[src/rtl/cakegame_pkg.sv]
// Shared encodings for the cake memory game control unit: state codes and
// display-select codes.
package cakegame_pkg;

    typedef enum logic [3:0] {
        INICIAL        = 4'h0,
        PREPARACAO     = 4'h1,
        MOSTRA         = 4'h2,
        PROXIMO_MOSTRA = 4'h3,
        FIM_MOSTRA     = 4'h4,
        ESPERA_JOGADA  = 4'h5,
        REGISTRA       = 4'h6,
        COMPARA        = 4'h7,
        PROXIMA_JOGADA = 4'h8,
        ACERTO_FINAL   = 4'h9,
        GANHOU         = 4'hA,
        PERDEU         = 4'hB
    } state_t;

    localparam logic [1:0] SEL_BLANK = 2'd0;
    localparam logic [1:0] SEL_MEM   = 2'd1;
    localparam logic [1:0] SEL_BTN   = 2'd2;

endpackage

[src/rtl/cakegame_uc_if.sv]
// Control/status bundle between the game control unit (master) and the
// datapath plus top-level status consumers (slave).
interface cakegame_uc_if;

    logic       iniciar;
    logic       dificuldade_in;
    logic       end_mem_counter;
    logic       correct_play;
    logic       has_play;
    logic       end_show;
    logic       half_show;
    logic       timeout;
    logic [2:0] points;

    logic [1:0] out_sel;
    logic       dificuldade;
    logic       clear_reg;
    logic       enable_reg;
    logic       clear_mem_counter;
    logic       enable_mem_counter;
    logic       clear_show_counter;
    logic       enable_show_counter;
    logic       enable_timeout_counter;
    logic       clear_points_counter;
    logic       enable_points_counter;
    logic       pronto;
    logic       ganhou;
    logic       perdeu;
    logic [3:0] db_estado;

    modport master (
        input  iniciar, dificuldade_in, end_mem_counter, correct_play,
               has_play, end_show, half_show, timeout, points,
        output out_sel, dificuldade, clear_reg, enable_reg,
               clear_mem_counter, enable_mem_counter, clear_show_counter,
               enable_show_counter, enable_timeout_counter,
               clear_points_counter, enable_points_counter,
               pronto, ganhou, perdeu, db_estado
    );

    modport slave (
        output iniciar, dificuldade_in, end_mem_counter, correct_play,
               has_play, end_show, half_show, timeout, points,
        input  out_sel, dificuldade, clear_reg, enable_reg,
               clear_mem_counter, enable_mem_counter, clear_show_counter,
               enable_show_counter, enable_timeout_counter,
               clear_points_counter, enable_points_counter,
               pronto, ganhou, perdeu, db_estado
    );

endinterface

[src/rtl/cakegame_uc.sv]
// Cake memory game control unit: shows the 16-step recipe, then checks the
// player's 16 plays with a per-play timeout, ending in win or lose.
module cakegame_uc
    import cakegame_pkg::*;
(
    input  logic          clock,
    input  logic          reset_n,
    cakegame_uc_if.master bus
);

    state_t state;
    state_t next_state;

    always_ff @(posedge clock or negedge reset_n) begin
        if (!reset_n) state <= INICIAL;
        else          state <= next_state;
    end

    always_ff @(posedge clock or negedge reset_n) begin
        if (!reset_n)                 bus.dificuldade <= 1'b0;
        else if (state == PREPARACAO) bus.dificuldade <= bus.dificuldade_in;
    end

    always_comb begin
        next_state = INICIAL;
        case (state)
            INICIAL:        next_state = bus.iniciar ? PREPARACAO : INICIAL;
            PREPARACAO:     next_state = MOSTRA;
            MOSTRA: begin
                if (!bus.end_show)            next_state = MOSTRA;
                else if (bus.end_mem_counter) next_state = FIM_MOSTRA;
                else                          next_state = PROXIMO_MOSTRA;
            end
            PROXIMO_MOSTRA: next_state = MOSTRA;
            FIM_MOSTRA:     next_state = ESPERA_JOGADA;
            // Timeout beats a simultaneous play.
            ESPERA_JOGADA: begin
                if (bus.timeout)       next_state = PERDEU;
                else if (bus.has_play) next_state = REGISTRA;
                else                   next_state = ESPERA_JOGADA;
            end
            REGISTRA:       next_state = COMPARA;
            COMPARA: begin
                if (!bus.correct_play)        next_state = PERDEU;
                else if (bus.end_mem_counter) next_state = ACERTO_FINAL;
                else                          next_state = PROXIMA_JOGADA;
            end
            PROXIMA_JOGADA: next_state = ESPERA_JOGADA;
            ACERTO_FINAL:   next_state = GANHOU;
            GANHOU:         next_state = bus.iniciar ? PREPARACAO : GANHOU;
            PERDEU:         next_state = bus.iniciar ? PREPARACAO : PERDEU;
            default:        next_state = INICIAL;
        endcase
    end

    assign bus.db_estado = state;

    always_comb begin
        bus.out_sel                = SEL_BLANK;
        bus.clear_reg              = 1'b0;
        bus.enable_reg             = 1'b0;
        bus.clear_mem_counter      = 1'b0;
        bus.enable_mem_counter     = 1'b0;
        bus.clear_show_counter     = 1'b0;
        bus.enable_show_counter    = 1'b0;
        bus.enable_timeout_counter = 1'b0;
        bus.clear_points_counter   = 1'b0;
        bus.enable_points_counter  = 1'b0;
        bus.pronto                 = 1'b0;
        bus.ganhou                 = 1'b0;
        bus.perdeu                 = 1'b0;
        case (state)
            PREPARACAO: begin
                bus.clear_reg            = 1'b1;
                bus.clear_mem_counter    = 1'b1;
                bus.clear_show_counter   = 1'b1;
                bus.clear_points_counter = 1'b1;
            end
            // Blank the second half of each item so repeats are visible.
            MOSTRA: begin
                bus.enable_show_counter = 1'b1;
                bus.out_sel             = bus.half_show ? SEL_BLANK : SEL_MEM;
            end
            PROXIMO_MOSTRA: begin
                bus.enable_mem_counter = 1'b1;
                bus.clear_show_counter = 1'b1;
            end
            FIM_MOSTRA: begin
                bus.clear_mem_counter = 1'b1;
                bus.clear_reg         = 1'b1;
            end
            ESPERA_JOGADA: begin
                bus.out_sel                = SEL_BTN;
                bus.enable_timeout_counter = 1'b1;
            end
            REGISTRA: begin
                bus.out_sel    = SEL_BTN;
                bus.enable_reg = 1'b1;
            end
            COMPARA:        bus.out_sel = SEL_BTN;
            PROXIMA_JOGADA: begin
                bus.enable_mem_counter    = 1'b1;
                bus.enable_points_counter = (bus.points != 3'd7);
            end
            ACERTO_FINAL:   bus.enable_points_counter = (bus.points != 3'd7);
            GANHOU: begin
                bus.pronto = 1'b1;
                bus.ganhou = 1'b1;
            end
            PERDEU: begin
                bus.pronto = 1'b1;
                bus.perdeu = 1'b1;
            end
            default: begin
                bus.clear_reg          = 1'b1;
                bus.clear_mem_counter  = 1'b1;
                bus.clear_show_counter = 1'b1;
            end
        endcase
    end

endmodule

[src/flat_wrapper.sv]
// flat-port wrapper written by rule: the top's interface ports become plain ports
module cakegame_uc_flat import cakegame_pkg::*;
  (clock, reset_n, bus_iniciar, bus_dificuldade_in, bus_end_mem_counter, bus_correct_play, bus_has_play, bus_end_show, bus_half_show, bus_timeout, bus_points, bus_out_sel, bus_dificuldade, bus_clear_reg, bus_enable_reg, bus_clear_mem_counter, bus_enable_mem_counter, bus_clear_show_counter, bus_enable_show_counter, bus_enable_timeout_counter, bus_clear_points_counter, bus_enable_points_counter, bus_pronto, bus_ganhou, bus_perdeu, bus_db_estado);
  cakegame_uc_if bus_i ();
  input  logic clock;
  input  logic reset_n;
  input wire logic [$bits(bus_i.iniciar)-1:0] bus_iniciar;
  input wire logic [$bits(bus_i.dificuldade_in)-1:0] bus_dificuldade_in;
  input wire logic [$bits(bus_i.end_mem_counter)-1:0] bus_end_mem_counter;
  input wire logic [$bits(bus_i.correct_play)-1:0] bus_correct_play;
  input wire logic [$bits(bus_i.has_play)-1:0] bus_has_play;
  input wire logic [$bits(bus_i.end_show)-1:0] bus_end_show;
  input wire logic [$bits(bus_i.half_show)-1:0] bus_half_show;
  input wire logic [$bits(bus_i.timeout)-1:0] bus_timeout;
  input wire logic [$bits(bus_i.points)-1:0] bus_points;
  output wire logic [$bits(bus_i.out_sel)-1:0] bus_out_sel;
  output wire logic [$bits(bus_i.dificuldade)-1:0] bus_dificuldade;
  output wire logic [$bits(bus_i.clear_reg)-1:0] bus_clear_reg;
  output wire logic [$bits(bus_i.enable_reg)-1:0] bus_enable_reg;
  output wire logic [$bits(bus_i.clear_mem_counter)-1:0] bus_clear_mem_counter;
  output wire logic [$bits(bus_i.enable_mem_counter)-1:0] bus_enable_mem_counter;
  output wire logic [$bits(bus_i.clear_show_counter)-1:0] bus_clear_show_counter;
  output wire logic [$bits(bus_i.enable_show_counter)-1:0] bus_enable_show_counter;
  output wire logic [$bits(bus_i.enable_timeout_counter)-1:0] bus_enable_timeout_counter;
  output wire logic [$bits(bus_i.clear_points_counter)-1:0] bus_clear_points_counter;
  output wire logic [$bits(bus_i.enable_points_counter)-1:0] bus_enable_points_counter;
  output wire logic [$bits(bus_i.pronto)-1:0] bus_pronto;
  output wire logic [$bits(bus_i.ganhou)-1:0] bus_ganhou;
  output wire logic [$bits(bus_i.perdeu)-1:0] bus_perdeu;
  output wire logic [$bits(bus_i.db_estado)-1:0] bus_db_estado;
  assign bus_i.iniciar = bus_iniciar;
  assign bus_i.dificuldade_in = bus_dificuldade_in;
  assign bus_i.end_mem_counter = bus_end_mem_counter;
  assign bus_i.correct_play = bus_correct_play;
  assign bus_i.has_play = bus_has_play;
  assign bus_i.end_show = bus_end_show;
  assign bus_i.half_show = bus_half_show;
  assign bus_i.timeout = bus_timeout;
  assign bus_i.points = bus_points;
  assign bus_out_sel = bus_i.out_sel;
  assign bus_dificuldade = bus_i.dificuldade;
  assign bus_clear_reg = bus_i.clear_reg;
  assign bus_enable_reg = bus_i.enable_reg;
  assign bus_clear_mem_counter = bus_i.clear_mem_counter;
  assign bus_enable_mem_counter = bus_i.enable_mem_counter;
  assign bus_clear_show_counter = bus_i.clear_show_counter;
  assign bus_enable_show_counter = bus_i.enable_show_counter;
  assign bus_enable_timeout_counter = bus_i.enable_timeout_counter;
  assign bus_clear_points_counter = bus_i.clear_points_counter;
  assign bus_enable_points_counter = bus_i.enable_points_counter;
  assign bus_pronto = bus_i.pronto;
  assign bus_ganhou = bus_i.ganhou;
  assign bus_perdeu = bus_i.perdeu;
  assign bus_db_estado = bus_i.db_estado;
  cakegame_uc u_core (.clock(clock), .reset_n(reset_n), .bus(bus_i));
endmodule
[config.mk]
export PLATFORM = sky130hd
export DESIGN_NAME = cakegame_uc_flat
export DESIGN_NICKNAME = d
export VERILOG_FILES = /design/src/rtl/cakegame_pkg.sv /design/src/rtl/cakegame_uc_if.sv /design/src/rtl/cakegame_uc.sv /design/src/flat_wrapper.sv
export SDC_FILE = /design/constraint.sdc
export NUM_CORES = 1
export LEC_CHECK = 0
export ABC_CLOCK_PERIOD_IN_PS = 1500
export CORE_MARGIN = 5
export CORE_UTILIZATION = 31
export DETAILED_ROUTE_END_ITERATION = 10
export PLACE_DENSITY = 0.73
export SETUP_SLACK_MARGIN = 0.3
export SLEW_MARGIN = 20
export SYNTH_ARGS = -nofsm -noshare
export SYNTH_HDL_FRONTEND = slang
export SYNTH_SLANG_ARGS = --single-unit
[constraint.sdc]
create_clock -name clock -period 1.5 [get_ports clock]
set_clock_uncertainty 0.15 [all_clocks]
set_input_delay 0.15 -clock clock [delete_from_list [all_inputs] [get_ports clock]]
set_output_delay 0.15 -clock clock [all_outputs]
set_load 0.01 [all_outputs]
======== After elaboration in Yosys (flattened, before gate mapping) ========
Index checks and enable logic that the tools add are counted.
cells by class
  reduce and logical (&&, ||, !) cells .... 9
  equality and inequality tests ........... 12
  mux-type cells .......................... 23
operators with widths
  operator                                                               count
  4-bit case mux with 10 select lines                                    1
  4-bit 2-to-1 mux                                                       5
  9-bit OR reduction                                                     2
  4-bit by 3-bit equality test with 1-bit output, second input constant  4
  4-bit equality test, second input constant                             4
  1-bit 2-to-1 mux                                                       14
  2-bit OR reduction                                                     5
  4-bit by 2-bit equality test with 1-bit output, second input constant  2
  4-bit by 1-bit equality test with 1-bit output, second input constant  1
  4-bit logical NOT                                                      1
  2-bit case mux with 2 select lines                                     1
  3-bit 2-to-1 mux                                                       1
  3-bit inequality test, second input constant                           1
  3-bit OR reduction                                                     1
  2-bit 2-to-1 mux                                                       1
word-level totals
  output and inout bits ................... 19
  flip-flop bits (word level) ............. 5
  logic and storage cells ................. 46
  bits of input ports ..................... 13

======== Depth between registers and ports, before layout ========
Gate-level depths: netlist of the first run.
  word-level depth ........................ 3
  depth in mapped cells ................... 6
  gate-level depth less buffers ........... 3

======== Least setup slack after synthesis of the first run ========
OpenSTA, ideal clock, no wires.
  path kind ............................... register -> register
  from .................................... reg u_core.state[1], in the netlist u_core.bus.db_estado[1]
  to ...................................... reg u_core.bus.dificuldade
  cell stages (with the launch flop) ...... 5
  data required time ...................... 1.223 ns
  period minus slack after synthesis ...... 1.698 ns
  path buffers ............................ 1
  setup time .............................. 0.127 ns
  setup slack ............................. -0.198 ns
  arrival ................................. 1.421 ns
  cells stage by stage .................... dfrtp_1 -> buf_2 -> nand2b_1 -> nor3_1 -> mux2_1
on the way
  longest elaborated chain between the ends .. 1
ends and longest elaborated chain
  what                                            RTL line              text
  start, declared                                 cakegame_uc.sv:11     state_t state;
  start signal, assigned                          cakegame_uc.sv:16     else state <= next_state;
  4-bit by 1-bit equality test with 1-bit output  cakegame_uc.sv:21     else if (state == PREPARACAO) bus.dificuldade <= bus.dificuldade_in;
  end signal, assigned                            cakegame_uc.sv:21
  end, declared                                   cakegame_uc_if.sv:34  output out_sel, dificuldade, clear_reg, enable_reg,
Every way passes these cells.
A chain may end at the register's enable or synchronous reset.

======== Worst setup path in the final report of the first run ========
  from .................................... reg u_core.state[0], in the netlist u_core.bus.db_estado[0]
  to ...................................... reg u_core.state[0], in the netlist u_core.bus.db_estado[0]
on the way
  longest elaborated chain between the ends .. 3
  elaborated cells between the ends (all ways) .. 15
  those cells by class .................... eq/ne (11); mux (1); reduce/logical (3)
ends and longest elaborated chain
  what                                                                          RTL line           text
  4-bit by 3-bit equality test with 1-bit output, or another cell as far along  cakegame_uc.sv:26  case (state)
  2-bit OR reduction (no line)                                                  n/a
  4-bit case mux with 10 select lines *                                         cakegame_uc.sv:26
  net u_core.next_state[0]                                                      cakegame_uc.sv:12  state_t next_state;
The timed path passes the listed nets; every way through them passes the cells marked *.

==> qor.yml, run 1 <==
die:
  die_h_um: 50.28
  core_area_um2: 1524
  start_util_pct: 33.00
  ioPinCount: 32
  dieWidth_um: 50.28
  die_area_um2: 2528
  row_count: 14
global_routing:
  grt_pass1_wl_um: 5168
  grt.total_usage_pct: 27.59
  grt_pass1_vias: 919
  grt-ovfl-total: 0
  grt_max_degree: 10
  grt_antenna_before_repair: 0
sta:
  worst_slew_pin_slew_ns: 0.4387
  finalCritPeriodShare_pct: 124.8
  rsz0062_at_grt: "yes"
  post-route-min-period_ns: 1.872
  tns_ns: -4.092
  max_slew_margin_pct: 70.29
  finalHoldViolCount: 0
  setup_viol_count_final: 20
  fmax_mhz: 534.1
  slew_violations: 0
  timing.final.ws_setup_ns: -0.3723
routing:
  via_per_inst: 6.062
  drt-wirelength-per-cell_um: 25.33
  vias: 976
  drt_wl_total_um: 4078
  drc: 0
  drt-initial-drc-count: 67
  ant_nets: 0
  dr.pass1.iters: 4
worst_setup_path:
  worstPathArrival_ns: 1.86
  crit-reg2reg-launch: "u_core.bus.db_estado[0]$_DFF_PN0_"
  required_ns: 1.49
  startpoint_type: "flip-flop"
  end_kind: "flip-flop"
  reg2reg_depth: 5
  path_max_fanout: 4
  worstSetupPathType: "reg -> reg"
  reg2reg_to: "u_core.bus.db_estado[0]$_DFF_PN0_"
  r2r_slack_ns: -0.37
  cp-startpoint: "u_core.bus.db_estado[0]$_DFF_PN0_"
yosys:
  syn-num-nets: 78
  ys_seq_elements: 5
  synth_top_area_cell: "dfrtp_1"
  synth.yosys.seq_area_share_pct: 24.88
  synth_edf_count: 0
  synth-simple-area-share_pct: 31.09
  synth_xor_area_share_pct: 0
  yosysWarnings: 0
  synth.avg_cell_area_um2: 7.738
  ys_top_cells_by_count: "9 x nor2_1, 6 x nand2_1, 5 x dfrtp_1, 5 x nand2b_1"
  async_flop_share_pct: 100.0
  synth_top_family_by_area: "simple AND/OR/NAND/NOR gates"
  yosysUniqueCellTypes: 30
  synthFlopType: "dfrtp_1"
  syn_inst: 65
  yosys.area.top_type_share_pct: 24.88
  synthMuxAreaShare_pct: 2.239
  synth_area_um2: 503.0
  synth_area_leaders: "dfrtp_1 25%, nor2_1 6.7%, nand2b_1 6.2%"
  synth_compound_area_share_pct: 28.11
  synthAdderAreaFrac_pct: 1.990
  synth.most_common_cell: "nor2_1"
clock_network:
  clock_latency_ns: 0.26
  clkTransAtPathRegs_ns: 0.05
  clockBufferDepth: 2
  numCtsBuffers: 3
  cts_root_buf: "clkbuf_4"
  htreeDepth: 1
  cts_tree: "built"
  clock-sinks: 5
placed_design:
  port_buffers: 31
  place_ws_ns: -0.3243
  place_congestion: 0.8725
  dp_hpwl_um: 1633
final_layout:
  final_nets: 159
  syn_to_final_growth_pct: 192.5
  fillers: 26
  n_antenna_cell: 0
  final_util_pct: 96.55
  drive_above_1_share_pct: 73.10
min_path:
  hold_path.class: "in -> reg"
  worstHoldEndpoint: "u_core.bus.dificuldade$_DFFE_PN0P_"
  worstHoldStart: "bus_dificuldade_in"
  holdPathStages: 2
outcome:
  violations: "negative setup slack"
  outcome: "finished with violations"
power:
  finalPower_uw: 3821
  p_per_area_nw_per_um2: 2597
  p_leak_uw: 0.0006801
  irDropWorstVdd_v: 0.001817
flow_run:
  max-cap-violations: 0
==> report_power, final <==
group	total, uW	leakage (uW)	internal, uW	switching, uW
sequential	297	0.0000581	212	85.0
clock	174	0.0000150	102	72.5
combinational	3350	0.000607	1810	1540
==> kinds of logic after synthesis <==
kind of cell,after synthesis
AOI/OAI and AO/OA,18
adders and majority gates,1
buffers and inverters,11
DFF,5
muxes,1
and+or+nand+nor,29
==> sequential cells by signal, indices dropped and copies added (netlist names) <==
signal and cells:
u_core.bus.db_estado 4, u_core.bus.dificuldade 1
==> metal layers <==
metal  wire length (um)  track usage (%)  up-vias
li1                   -                -      395
met1               1449            32.86      453
met2               1993            49.58      100
met3                382            5.621       28
met4                252            6.987        0
met5                  0                0        -
==> cell type report <==
class | count | area, um^2 | area share [%]
clock buffer | 4 | 26.28 | 1.786
inverter | 4 | 17.52 | 1.190
multi-input combinational | 49 | 518.0 | 35.20
sequential | 5 | 128.9 | 8.759
tap | 16 | 20.02 | 1.361
timing repair buffer | 83 | 760.7 | 51.70
==> metrics by stage <==
stage	hold WS [ns]	cell area (um^2)	std cells
2_1_floorplan	-0.2956	609.3	65
3_3_place_gp	0.2404	1030	126
3_5_place_dp	0.2549	1030	126
4_1_cts	0.3591	1360	156
5_1_grt	0.3662	1471	161
6_report	0.3713	1471	161
==> what timing repair did <==
| action | in CTS | in global routing |
|---|---|---|
| setup endpoints to repair | 24 | 24 |
| setup buffers | 24 | 5 |
| pin swaps | 14 | 8 |
| hold buffers | 1 | 0 |
| hold endpoints to repair | 2 | 0 |
| gates cloned | 1 | 0 |
| resized for setup | 116 | 20 |
==> worst max-delay path, cell delays in order (launching register included) <==
cell      delay (ns)
dfrtp_2         0.40
buf_6           0.13
buf_6           0.11
or4b_4          0.51
a211o_1         0.34
o311ai_2        0.10
==> layout by cell type (no fill, tap or decap), types with 2 or more instances in the layout <==
cell type,Yosys,layout
nor2_4,0,7
buf_6,1,34
dfrtp_1,5,2
a211o_1,2,2
dfrtp_2,0,3
a22o_1,3,3
clkdlybuf4s50_1,0,12
nand2_2,0,2
nand2b_4,0,4
nor2b_4,0,2
clkbuf_4,0,3
buf_4,2,27
buf_2,2,8
inv_1,3,3
nand2_1,6,4
==> worst max-delay path by stage <==
stage | to | slack [ns] | depth (start not counted)
floorplan | u_core.bus.db_estado[0]$_DFF_PN0_ | -0.11 | 4
global placement | bus_out_sel[0] | -0.32 | 3
detailed placement | bus_out_sel[0] | -0.32 | 3
CTS | u_core.bus.db_estado[0]$_DFF_PN0_ | -0.25 | 5
global route | bus_out_sel[0] | -0.42 | 5
finish | u_core.bus.db_estado[0]$_DFF_PN0_ | -0.37 | 5
Note: power is estimated with default switching activity, not from simulation.
==> run 2, diff against run 1 <==
Settings changed: CAP_MARGIN set to 20.
==> results of run 2 <==
No change in the layout: final DEF, timing and power equal those of run 1.
